$ cat config.mk
export PLATFORM = sky130hd
export DESIGN_NAME = jtdd_rom_sched
export DESIGN_NICKNAME = d
export VERILOG_FILES = /design/src/rtl/jtdd_rom_sched.sv
export SDC_FILE = /design/constraint.sdc
export NUM_CORES = 1
export LEC_CHECK = 0
export BUFFER_PORTS_ARGS = -buffer_cell sky130_fd_sc_hd__clkbuf_2
export CORE_MARGIN = 4
export CORE_UTILIZATION = 30
export DETAILED_ROUTE_END_ITERATION = 6
export PLACE_DENSITY = 0.51
export SLEW_MARGIN = 20
export SYNTH_ARGS = -nofsm -noshare
export SYNTH_HDL_FRONTEND = slang
export SYNTH_SLANG_ARGS = --single-unit
$ cat constraint.sdc
create_clock -name clk -period 8.7 [get_ports clk]
set_input_delay 1.305 -clock clk [delete_from_list [all_inputs] [get_ports clk]]
set_output_delay 1.305 -clock clk [all_outputs]
set_load 0.05 [all_outputs]
$ cat src/rtl/jtdd_rom_sched.sv
// Shares one SDRAM read port among N ROM consumers. Each slot keeps a one-word
// tagged cache, and misses are issued one at a time through the req/ack/data_rdy handshake.
//
// state     | meaning
// IDLE      | no access outstanding; picks a missing slot when not downloading
// WAIT_ACK  | sdram_req held high with a stable sdram_addr until sdram_ack
// WAIT_DATA | request accepted; waiting for data_rdy to fill cache[sel]
module jtdd_rom_sched #(
  parameter int N  = 4,
  parameter int AW = 22,
  parameter int DW = 32,
  parameter int RR = 1
) (
  input  logic            clk,
  input  logic            rst,
  input  logic            downloading,
  input  logic [N-1:0]    slot_cs,
  input  logic [N*AW-1:0] slot_addr,
  output logic [N-1:0]    slot_ok,
  output logic [N*DW-1:0] slot_dout,
  output logic            sdram_req,
  output logic [AW-1:0]   sdram_addr,
  input  logic            sdram_ack,
  input  logic            data_rdy,
  input  logic [DW-1:0]   data_read,
  output logic            refresh_en
);

  localparam int SW = (N > 1) ? $clog2(N) : 1;
  localparam int CW = SW + 1;

  typedef enum logic [1:0] {
    IDLE      = 2'd0,
    WAIT_ACK  = 2'd1,
    WAIT_DATA = 2'd2
  } state_t;

  state_t          state, state_nxt;
  logic [SW-1:0]   sel, sel_nxt;
  logic [SW-1:0]   rr_ptr, rr_nxt;
  logic [SW-1:0]   winner;
  logic [AW-1:0]   win_addr;
  logic [CW-1:0]   scan;
  logic            found;
  logic            req_nxt;
  logic [AW-1:0]   addr_nxt;
  logic            fill;

  logic [N-1:0]    valid;
  logic [AW-1:0]   tag   [N];
  logic [DW-1:0]   cache [N];
  logic [N-1:0]    hit;
  logic [N-1:0]    miss;

  always_comb begin
    hit = '0;
    for (int i = 0; i < N; i++) begin
      hit[i] = slot_cs[i] & valid[i] & (slot_addr[i*AW +: AW] == tag[i]);
    end
    miss = slot_cs & ~hit;
  end

  always_comb begin
    slot_dout = '0;
    for (int i = 0; i < N; i++) begin
      slot_dout[i*DW +: DW] = cache[i];
    end
  end

  // Reset is sampled synchronously, so gate the status outputs while it is held.
  assign slot_ok    = rst ? '0 : hit;
  assign refresh_en = rst | ((state == IDLE) & ~(|miss));

  // Winner selection: rotating scan starting at rr_ptr, or lowest index first.
  always_comb begin
    winner   = '0;
    found    = 1'b0;
    scan     = '0;
    win_addr = '0;
    if (RR != 0) begin
      for (int k = 0; k < N; k++) begin
        scan = {1'b0, rr_ptr} + CW'(k);
        if (scan >= CW'(N)) scan = scan - CW'(N);
        if (!found && miss[scan[SW-1:0]]) begin
          winner = scan[SW-1:0];
          found  = 1'b1;
        end
      end
    end else begin
      for (int i = N - 1; i >= 0; i--) begin
        if (miss[i]) winner = SW'(i);
      end
    end
    for (int i = 0; i < N; i++) begin
      if (winner == SW'(i)) win_addr = slot_addr[i*AW +: AW];
    end
  end

  always_comb begin
    state_nxt = state;
    req_nxt   = sdram_req;
    addr_nxt  = sdram_addr;
    sel_nxt   = sel;
    fill      = 1'b0;
    if (downloading) begin
      state_nxt = IDLE;
      req_nxt   = 1'b0;
    end else begin
      case (state)
        IDLE: begin
          if (|miss) begin
            sel_nxt   = winner;
            addr_nxt  = win_addr;
            req_nxt   = 1'b1;
            state_nxt = WAIT_ACK;
          end
        end
        WAIT_ACK: begin
          if (sdram_ack) begin
            req_nxt = 1'b0;
            if (data_rdy) begin
              fill      = 1'b1;
              state_nxt = IDLE;
            end else begin
              state_nxt = WAIT_DATA;
            end
          end
        end
        WAIT_DATA: begin
          if (data_rdy) begin
            fill      = 1'b1;
            state_nxt = IDLE;
          end
        end
        default: begin
          state_nxt = IDLE;
          req_nxt   = 1'b0;
        end
      endcase
    end
    rr_nxt = rr_ptr;
    if (fill && (RR != 0)) begin
      rr_nxt = (sel == SW'(N - 1)) ? '0 : sel + SW'(1);
    end
  end

  always_ff @(posedge clk) begin
    if (rst) begin
      state      <= IDLE;
      sdram_req  <= 1'b0;
      sdram_addr <= '0;
      sel        <= '0;
      rr_ptr     <= '0;
    end else begin
      state      <= state_nxt;
      sdram_req  <= req_nxt;
      sdram_addr <= addr_nxt;
      sel        <= sel_nxt;
      rr_ptr     <= rr_nxt;
    end
  end

  // The tag comes from the latched request address, never the live slot address.
  always_ff @(posedge clk) begin
    if (rst) begin
      valid <= '0;
      for (int i = 0; i < N; i++) begin
        tag[i]   <= '0;
        cache[i] <= '0;
      end
    end else if (downloading) begin
      valid <= '0;
    end else if (fill) begin
      valid[sel] <= 1'b1;
      tag[sel]   <= sdram_addr;
      cache[sel] <= data_read;
    end
  end

endmodule
==> impl_metrics.json <==
{
  "chipHeight_um": 201.0,
  "wl_per_cell_um": 23.05,
  "drc": 0,
  "grt-ovfl-total": 0,
  "numCtsBuffers": 29,
  "power_density_nw_per_um2": 203.8,
  "cp_cell_sequence": "clkbuf_2 -> xor2_1 -> nor4_1 -> nand4_1 -> o41a_1 -> nor4_1 -> a21o_1 -> clkbuf_2",
  "hold_ws_ns": 0.4704,
  "slowest_stage": "nor4_1",
  "endpoint": "refresh_en",
  "setup_tns_ns": 0,
  "synth_area_leaders": "edfxtp_1 58%, and2_1 12%, dfxtp_1 5.9%",
  "synthArstFlopShare": 0,
  "r2r-end": "sdram_addr[11]",
  "die_x_um": 201.0,
  "postCtsSetupBuffers": 0,
  "gp_congestion": 0.8219,
  "slew_headroom": 0.3378,
  "synth_edf_count": 216,
  "clk_pin_slew_ns": 0.06,
  "yosysTopAreaCell": "edfxtp_1",
  "synth.avg_cell_area_um2": 13.90,
  "dpl_cell_area_um2": 13100,
  "grt_max_degree": 55,
  "ff2ff_path_depth": 9,
  "power.switching_uw": 760.7,
  "port_buffers": 284,
  "status": "finished, final reports clean",
  "cp-startpoint": "slot_addr[73]",
  "num_antenna_cells": 0,
  "crit_type": "input port to primary output",
  "synthFlopType": "edfxtp_1",
  "yosysSeqAreaShare": 0.6394,
  "yosysWarnings": 0,
  "cp_data_required_time_ns": 7.39,
  "syn-instance-count": 804,
  "cts-root-buf": "clkbuf_16",
  "grt_pass1_vias": 7960,
  "utilization": 0.3811,
  "cts_tree": "built",
  "grt_pass1_wl_mm": 53.43,
  "skew_ns": 0.01154,
  "rrSetupSlack_ns": 4.74,
  "nets": 1228,
  "cp_max_fo": 4,
  "r2r_start": "tag[1][7]",
  "core_area_um2": 36700,
  "clkPwrFrac": 0.401,
  "ys_ff_latch": 249,
  "die_area_um2": 40410,
  "setup_violations": 0,
  "finalHoldViolCount": 0,
  "io_pins": 285,
  "crit_buf_inv": 2,
  "swShare": 0.2669,
  "tightest_slew_ns": 0.9933,
  "p_leak_uw": 0.005695,
  "critPathTopFamily": "simple AND/OR/NAND/NOR gates",
  "ctsHoldBuffers": 0,
  "rsz0062_at_grt": "false",
  "htree_levels": 1,
  "rows": 70,
  "clock_sinks": 249,
  "via_per_inst": 4.729,
  "syn_area_um2": 11180,
  "dp_slack_ns": 3.063,
  "finalWirelength_mm": 36.47,
  "dr.pass1.iters": 5,
  "worstHoldPathType": "flop to flop",
  "power_frac_comb": 0.118,
  "vias": 7482,
  "postCtsResizedCells": 0,
  "grt.total_usage": 0.1756,
  "ir_worst_vdd_uv": 119.7,
  "finalCritPeriodShare": 0.6500,
  "drive_above_1_share": 0.3303,
  "final_common_cell": "clkbuf_2",
  "max_cap_viol_count": 0,
  "drtIter0Drc": 450,
  "fmax_mhz": 176.8,
  "final_area_um2": 13980,
  "critPathArrivalTime_ns": 4.35,
  "syn-num-nets": 940,
  "hpwl_mm": 24.98,
  "setup_ws_ns": 3.045,
  "synth_top_area_frac": 0.5803,
  "antenna_found_initial": 7,
  "syn_to_final_growth_pct": 25.12,
  "clk_path_buf_depth": 3,
  "synth_cell_types": 47,
  "cp-start-kind": "input port",
  "power_frac_seq": 0.480,
  "crit_path_end_kind": "primary output",
  "max_stage_delay_ns": 0.80,
  "slew_violations": 0,
  "start_util": 0.3046,
  "ant_nets": 0,
  "clkLatencyLatePin_ns": 0.55,
  "cp_num_cells": 8,
  "p_int_uw": 2090,
  "min_period_ns": 5.655,
  "mostFrequentLayoutCells": "284 x clkbuf_2, 216 x and2_1, 216 x edfxtp_1, 75 x xor2_1, 49 x mux2i_1"
}
cell type report:
| class | count | area (um2) |
|---|---|---|
| inverter | 7 | 26.28 |
| sequential | 249 | 7147 |
| tap | 468 | 585.6 |
| multi-input combinational | 512 | 3855 |
| fill | 3550 | 22710 |
| clock buffer | 46 | 849.6 |
| timing repair buffer | 293 | 1489 |
| clock inverter | 7 | 32.53 |
how the worst min path moves through the flow:
stage | startpoint | end | slack, ns | cells after the start
final | valid[2] | valid[2] | 0.47 | 2
after global placement | valid[1] | valid[1] | 0.46 | 2
after global routing | valid[2] | valid[2] | 0.51 | 2
after detailed placement | valid[2] | valid[2] | 0.46 | 2
after CTS | valid[2] | valid[2] | 0.48 | 2
after floorplan | valid[0] | valid[0] | 0.44 | 2
through the flow:
step | power, uW | cells
after detailed placement | 1739 | 1529
after CTS | 2889 | 1582
after global routing | 2961 | 1582
final | 2850 | 1582
after floorplan | 1596 | 804
after global placement | 1738 | 1529
state kept, by name, summed over array words and instances (netlist names):
register	flops
state	2
valid	4
cache	128
tag	88
sdram_addr	22
sel	2
rr_ptr	2
sdram_req	1
power groups by stage:
stage          logic, uW  clock network [uW]  registers, uW
2_1_floorplan       98.9                   0           1500
3_3_place_gp         344                   0           1390
3_5_place_dp         344                   0           1390
4_1_cts              345                1170           1370
5_1_grt              357                1230           1380
6_report             337                1140           1370
worst reg2reg max path: cells and delay by family, from the launching register on:
kind                      cells  cell delay [ns]
muxes                         1             0.39
buffers and inverters         1             0.56
DFF                           1             0.37
and+or+nand+nor               2             0.90
AOI/OAI and AO/OA             4             1.41
xor gates and xnor gates      1             0.18
routing by layer:
| metal | track usage | routed length [um] | vias up |
|---|---|---|---|
| met1 | 0.2169 | 14710 | 3648 |
| met3 | 0.06656 | 3447 | 72 |
| met4 | 0.05310 | 1095 | 14 |
| li1 | - | - | 3467 |
| met2 | 0.2872 | 17120 | 281 |
| met5 | 0 | 92 | - |
Yosys cell counts (all sizes together), types with 11 or more instances:
| cell type | n |
|---|---|
| and2 | 216 |
| edfxtp | 216 |
| xor2 | 75 |
| mux2i | 49 |
| dfxtp | 33 |
| clkbuf | 25 |
| nor4 | 24 |
| nand3b | 22 |
| o221ai | 22 |
| nor2 | 19 |
| xnor2 | 13 |
| buf | 11 |
| nand2 | 11 |
| nor3 | 11 |
logic make-up after synthesis:
kind of cell / Yosys count / share of synthesized area
AO/OA/AOI/OAI: 45 / 0.04467
XOR/XNOR: 88 / 0.06896
adder cells (fa/ha/maj): 7 / 0.007836
buffers and inverters: 43 / 0.01847
flip-flops: 249 / 0.6394
multiplexers: 49 / 0.04388
AND/OR/NAND/NOR: 323 / 0.1768
Power figures use the tool's default switching activity.
